`src/rtl/uart_pkg.sv`:
```
// ---------------------------------------------------------------------------
// uart_pkg
// Shared types and constants for the UART transmit arbiter slice.
//   arb_state_t : arbiter FSM states (IDLE, START, WAIT)
//   UART_DATA_W : default byte width used by the arbiter
// ---------------------------------------------------------------------------
package uart_pkg;

  localparam int UART_DATA_W = 8;

  typedef enum logic [1:0] {
    IDLE  = 2'd0,
    START = 2'd1,
    WAIT  = 2'd2
  } arb_state_t;

endpackage

```
`src/rtl/uart_rr_pick.sv`:
```
// ---------------------------------------------------------------------------
// uart_rr_pick
// Purely combinational round-robin picker. The search starts one index
// above the previously granted requester and wraps around, so the requester
// that was served last has the lowest priority.
// Parameters:
//   NREQ  : number of requesters
//   IDX_W : width of an index into the request vector
// Ports:
//   req    : in  [NREQ-1:0]  active request levels
//   last   : in  [IDX_W-1:0] previously granted index
//   winner : out [IDX_W-1:0] selected index (0 when valid is low)
//   valid  : out             at least one request is active
// ---------------------------------------------------------------------------
module uart_rr_pick #(
  parameter int NREQ  = 4,
  parameter int IDX_W = $clog2(NREQ)
) (
  input  logic [NREQ-1:0]  req,
  input  logic [IDX_W-1:0] last,
  output logic [IDX_W-1:0] winner,
  output logic             valid
);

  // Walk the NREQ candidates in priority order starting at last+1; the
  // first active one wins. The wrap is done by subtraction because the sum
  // never reaches 2*NREQ.
  always_comb begin
    int idx;
    idx    = 0;
    winner = '0;
    valid  = 1'b0;
    for (int i = 1; i <= NREQ; i++) begin
      idx = int'(last) + i;
      if (idx >= NREQ) begin
        idx = idx - NREQ;
      end
      if (!valid && req[idx[IDX_W-1:0]]) begin
        valid  = 1'b1;
        winner = idx[IDX_W-1:0];
      end
    end
  end

endmodule

```
`src/rtl/uart_tx_arbiter.sv`:
```
// ---------------------------------------------------------------------------
// uart_tx_arbiter
// Shares one UART transmitter between NREQ requesters. A request is granted
// round-robin, its byte is latched onto tx_data, a one-cycle active-low
// start strobe is issued, and the arbiter then waits for the transmitter's
// completion pulse before reporting 'sent' and returning to idle.
//
// Optional feature (macro UART_ARB_TIMEOUT_EN): a watchdog counts cycles in
// WAIT; after TIMEOUT_CYC cycles without tx_done the transfer is abandoned,
// no 'sent' is given and the sticky err flag is raised until reset. Without
// the macro there is no counter and err is constant 0.
//
// Parameters:
//   NREQ        : number of requesters (2..8)
//   DATA_W      : byte width per requester
//   TIMEOUT_CYC : watchdog limit in clock cycles (timeout build only)
// Ports:
//   Clk      : in                 single rising-edge clock
//   Rst      : in                 synchronous active-high reset
//   req      : in  [NREQ-1:0]     level requests, held until ack
//   req_data : in  [NREQ*DATA_W]  flat bytes, requester i at [i*DATA_W +: DATA_W]
//   ack      : out [NREQ-1:0]     one-cycle pulse when a byte is latched
//   sent     : out [NREQ-1:0]     one-cycle pulse when a byte has gone out
//   tx_data  : out [DATA_W-1:0]   byte presented to the transmitter
//   start_tx : out                active-low start strobe, idles high
//   tx_done  : in                 transmitter completion pulse
//   err      : out                sticky watchdog timeout flag
// ---------------------------------------------------------------------------
module uart_tx_arbiter
  import uart_pkg::*;
#(
  parameter int NREQ        = 4,
  parameter int DATA_W      = UART_DATA_W,
  parameter int TIMEOUT_CYC = 4096
) (
  input  logic                   Clk,
  input  logic                   Rst,
  input  logic [NREQ-1:0]        req,
  input  logic [NREQ*DATA_W-1:0] req_data,
  output logic [NREQ-1:0]        ack,
  output logic [NREQ-1:0]        sent,
  output logic [DATA_W-1:0]      tx_data,
  output logic                   start_tx,
  input  logic                   tx_done,
  output logic                   err
);

  localparam int IDX_W = $clog2(NREQ);

  arb_state_t        state_q, state_d;
  logic [IDX_W-1:0]  last_q, last_d;
  logic [IDX_W-1:0]  cur_q, cur_d;
  logic [DATA_W-1:0] tx_data_d;
  logic [NREQ-1:0]   ack_d, sent_d;
  logic              start_tx_d;
  logic [IDX_W-1:0]  pick_idx;
  logic              pick_valid;
  logic              timeout_hit;

  uart_rr_pick #(
    .NREQ  (NREQ),
    .IDX_W (IDX_W)
  ) u_pick (
    .req    (req),
    .last   (last_q),
    .winner (pick_idx),
    .valid  (pick_valid)
  );

`ifdef UART_ARB_TIMEOUT_EN
  localparam int CNT_W = $clog2(TIMEOUT_CYC + 1);

  logic [CNT_W-1:0] wd_cnt_q;
  logic             err_q;

  // Watchdog counter: counts completed WAIT cycles and is cleared whenever
  // the FSM is anywhere else, so every transfer starts from zero.
  always_ff @(posedge Clk) begin
    if (Rst || state_q != WAIT) begin
      wd_cnt_q <= '0;
    end else begin
      wd_cnt_q <= wd_cnt_q + 1'b1;
    end
  end

  // The last permitted WAIT cycle is the one where the count is one short of
  // the limit; a tx_done in that same cycle still wins over the timeout.
  assign timeout_hit = (state_q == WAIT) && !tx_done &&
                       (wd_cnt_q == CNT_W'(TIMEOUT_CYC - 1));

  // Sticky error flag, only cleared by reset.
  always_ff @(posedge Clk) begin
    if (Rst) begin
      err_q <= 1'b0;
    end else if (timeout_hit) begin
      err_q <= 1'b1;
    end
  end

  assign err = err_q;
`else
  assign timeout_hit = 1'b0;
  assign err         = 1'b0;
`endif

  // Next-state and next-output logic. Outputs are computed here and
  // registered below so ack, sent and start_tx come straight from flops.
  // start_tx_d goes low on the grant edge so the strobe covers exactly the
  // START cycle. tx_data only changes on a grant, which keeps it stable for
  // the whole transfer whatever the requesters do meanwhile.
  always_comb begin
    state_d    = state_q;
    last_d     = last_q;
    cur_d      = cur_q;
    tx_data_d  = tx_data;
    ack_d      = '0;
    sent_d     = '0;
    start_tx_d = 1'b1;
    unique case (state_q)
      IDLE: begin
        if (pick_valid) begin
          cur_d          = pick_idx;
          tx_data_d      = req_data[pick_idx*DATA_W +: DATA_W];
          ack_d[pick_idx] = 1'b1;
          start_tx_d     = 1'b0;
          state_d        = START;
        end
      end
      START: begin
        state_d = WAIT;
      end
      WAIT: begin
        if (tx_done) begin
          sent_d[cur_q] = 1'b1;
          last_d        = cur_q;
          state_d       = IDLE;
        end else if (timeout_hit) begin
          last_d  = cur_q;
          state_d = IDLE;
        end
      end
      default: begin
        state_d = IDLE;
      end
    endcase
  end

  // State and output registers. Reset parks 'last' on the top index so the
  // first grant afterwards goes to the lowest active requester.
  always_ff @(posedge Clk) begin
    if (Rst) begin
      state_q  <= IDLE;
      last_q   <= IDX_W'(NREQ - 1);
      cur_q    <= '0;
      tx_data  <= '0;
      ack      <= '0;
      sent     <= '0;
      start_tx <= 1'b1;
    end else begin
      state_q  <= state_d;
      last_q   <= last_d;
      cur_q    <= cur_d;
      tx_data  <= tx_data_d;
      ack      <= ack_d;
      sent     <= sent_d;
      start_tx <= start_tx_d;
    end
  end

endmodule
```
`config.mk`:
```
export PLATFORM = sky130hd
export DESIGN_NAME = uart_tx_arbiter
export DESIGN_NICKNAME = d
export VERILOG_FILES = /design/src/rtl/uart_pkg.sv /design/src/rtl/uart_rr_pick.sv /design/src/rtl/uart_tx_arbiter.sv
export SDC_FILE = /design/constraint.sdc
export NUM_CORES = 1
export LEC_CHECK = 0
export ABC_AREA = 0
export ABC_CLOCK_PERIOD_IN_PS = 3400
export CAP_MARGIN = 20
export CORE_MARGIN = 2
export CORE_UTILIZATION = 44
export DETAILED_ROUTE_END_ITERATION = 16
export GPL_TIMING_DRIVEN = 0
export PLACE_DENSITY = 0.85
export RECOVER_POWER = 25
export SKIP_LAST_GASP = 1
export SLEW_MARGIN = 10
export SYNTH_ARGS = -nofsm -noshare
export SYNTH_HDL_FRONTEND = slang
export SYNTH_SLANG_ARGS = --single-unit
export TNS_END_PERCENT = 1
```
`constraint.sdc`:
```
create_clock -name Clk -period 3.4 [get_ports Clk]
set_input_delay 0.68 -clock Clk [delete_from_list [all_inputs] [get_ports Clk]]
set_output_delay 0.68 -clock Clk [all_outputs]
set_load 0.1 [all_outputs]
```
==> results.md <==
| Parameter | This run |
| --- | --- |
| Buffer and inverter count on the worst path | 1 |
| Total CTS buffers | 3 |
| Max FO, Critical Path | 2 |
| Clk_lat worst skew | 0.31 ns |
| Post-synth top cells | 23 x sky130_fd_sc_hd__dfxtp_1, 16 x sky130_fd_sc_hd__a211oi_1, 12 x sky130_fd_sc_hd__inv_1 |
| Register area | 460 um^2 |
| Standard-cell row count | 19 |
| Number of buffers inserted by post-CTS setup repair | 0 |
| Effective utilization at floorplan | 45.3% |
| Average cell area after synthesis | 9.58 um^2 |
| H-tree levels | 1 |
| Area of the mapped netlist | 1220 um^2 |
| First-pass GRT wire length | 5.25 mm |
| Clock transition time at the flip-flop clock pins of the worst setup and hold paths | 0.13 ns |
| Fillers | 210 |
| Endpoint kind of the worst setup timing path | primary output |
| Leakage power | 0.722 nW |
| Std-Cell Core Area | 2690 um^2 |
| Run status | complete, no violations |
| Highest Clock Rate | 401 MHz |
| Delay of the slowest critical-path stage | 1.16 ns |
| Final hold violation count | 0 |
| Setup Total Neg Slack | 0 ns |
| Antenna violations before repair | 0 |
| Count of mapped cells out of synthesis | 127 |
| Detailed router's first-iteration violation count | 23 |
| Diodes inserted | 0 |
| CTS root buffer | sky130_fd_sc_hd__clkbuf_4 |
| Post-DR wirelength/cell | 14.6 um |
| Sum of overflow across all layers after global routing | 0 |
| Most area-hungry cell type in the Yosys netlist | sky130_fd_sc_hd__dfxtp_1 |
| Worst slew pin tran | 1.01 ns |
| Number of top-level pins | 57 |
| Clock Tree Buf Depth | 2 |
| Ranking of synthesized cells by area | sky130_fd_sc_hd__dfxtp_1 38%, sky130_fd_sc_hd__a211oi_1 9.9%, sky130_fd_sc_hd__a211oi_2 8.2% |
| Worst-case clock skew | 0.00652 ns |
| Routed Antenna Nets | 0 |
| Main synth FF type | sky130_fd_sc_hd__dfxtp_1 |
| Most frequent cell after synthesis | sky130_fd_sc_hd__dfxtp_1 |
| Fin crit share | 73.4% |
| Area used by multi-input combinational logic | 651 um^2 |
| Top cell type's share of synthesized area | 37.9% |
| First-pass iteration count of the detailed router | 4 |
| Class of the tightest hold or removal check | reg2reg |
| Fin cells | 217 |
| Slowest CP cell | sky130_fd_sc_hd__clkdlybuf4s50_1 |
| Fraction of registers with async set or reset after synthesis | 0% |
| Placed cell area | 1810 um^2 |
| Routability congestion estimate | 0.764 |
| Nature of the critical path startpoint | flop |
| Number of flip-flops and latches in the synthesized netlist | 23 |
| Unrepaired setup endpoints after global routing | no |
| Total power density per cell area | 432 nW/um^2 |
| Half-perimeter wire length after detailed placement | 2.52 mm |
| Placed Cells incl. Taps | 213 |
| Largest vdd supply drop | 0.000355 V |
| Synthesized netlist net count | 166 |
| Fraction of final layout cells with drive strength greater than 1 | 11.8% |
| NumNets Final | 226 |
| Number of synthesized flops with an enable pin | 0 |
| Total chip power | 0.792 mW |
| Count of cell types in the netlist | 34 |
| Pin count of the biggest net entering global routing | 14 |
| Hold buffer count at CTS | 0 |
| # DRC | 0 |
| Die boundary height | 56.6 um |
| Gates resized, CTS repair | 0 |
| Final setup fails | 0 |
| Register area share after synthesis | 37.9% |
| Crit path DAT | 1.81 ns |
| Family of cells with the greatest summed delay on the critical path | buffers and inverters |
| Combined global-route utilization of all metal layers | 21.0% |
| Max-Cap Viols | 0 |
| Clock Sinks | 23 |
| Detailed Route WL | 3.16 mm |
| Worst relative slew slack | 32.5% |
| Critical Path, Cell by Cell | clkdlybuf4s50_1 |
| CP required | 2.72 ns |
| CTS tree | yes |
| Area added between synthesis and finish | 50.7% |
| Final max-slew violation count | 0 |
| Port buffer count | 55 |
| Type of the setup path with the least slack | reg2out |
| Via-per-instance ratio | 5.41 |
| Die boundary width | 56.6 um |
| Layout Cell Area excl Fill | 1830 um^2 |
| Count of synthesis-stage warnings from yosys | 0 |
| DIE AREA | 3200 um^2 |
| Number of global-route vias before repair | 1155 |
| Number of vias after detailed routing | 1174 |
| Final worst path period need | 2.49 ns |
## registers in the layout (all words and copies together) (netlist names)
register and cells:
ack 4, cur_q 2, last_q 2, sent 4, start_tx 1, state_q 2
tx_data 8
## final cells by class
| class | instances | area share (%) |
|---|---|---|
| multi-input cells | 85 | 35.5 |
| repair buffers | 55 | 30.0 |
| flip-flops and latches | 23 | 25.1 |
| plain buffers | 6 | 3.07 |
| inverters | 13 | 2.66 |
| well taps | 31 | 2.12 |
| clock buffers | 3 | 1.23 |
| clock inverters | 1 | 0.273 |
## metrics by stage
stage / setup WS, ns / hold WS, ns / util [%]
final: 0.906 / 0.515 / 68.2
after global routing: 0.869 / 0.553 / 68.2
after CTS: 0.915 / 0.522 / 68.2
after detailed placement: 0.744 / 0.483 / 67.2
after global placement: 0.835 / 0.470 / 67.2
after floorplan: 1.43 / 0.441 / -
## worst paths after layout
| path | slack, ns | cells after the start | endpoint | start |
|---|---|---|---|---|
| setup / recovery | 0.91 | 1 | tx_data[5] | tx_data[5]$_SDFFE_PP0P_ |
| hold reg to reg | 0.51 | 1 | sent[0]$_SDFF_PP0_ | cur_q[0]$_SDFFE_PP0P_ |
| hold / removal | 0.51 | 1 | sent[0]$_SDFF_PP0_ | cur_q[0]$_SDFFE_PP0P_ |
| setup reg to reg | 1.58 | 6 | tx_data[4]$_SDFFE_PP0P_ | last_q[1]$_SDFFE_PP1P_ |
## logic make-up after synthesis
kind of cell           synth area share, %
AOI/OAI and AO/OA                     33.0
buffers and inverters                 8.64
DFF                                   37.9
muxes                                 6.89
other                                0.308
and+or+nand+nor                       13.3
## metal layers
metal	part of all wire (%)	vias up	global-route usage [%]
li1	-	592	-
met1	44	536	26.8
met2	50	38	35.9
met4	1.9	0	7.48
met5	0	-	0
met3	4.0	8	2.76
## cell usage in the layout (no fill, tap or decap), types with 4 or more instances in the layout
cell,Yosys,routed
sky130_fd_sc_hd__clkdlybuf4s50_1,0,52
sky130_fd_sc_hd__dfxtp_1,23,23
sky130_fd_sc_hd__a211oi_1,16,16
sky130_fd_sc_hd__inv_1,12,12
sky130_fd_sc_hd__nor2_1,9,9
sky130_fd_sc_hd__a211oi_2,8,8
sky130_fd_sc_hd__mux2i_1,7,7
sky130_fd_sc_hd__o21bai_1,7,7
sky130_fd_sc_hd__nor3_1,6,6
sky130_fd_sc_hd__buf_6,4,4
## power by group
part	switching [mW]	internal, mW	total (mW)
clock	0.0823	0.0439	0.126
sequential	0.0149	0.295	0.310
combinational	0.237	0.120	0.356
(Power assumes the default switching activity.)
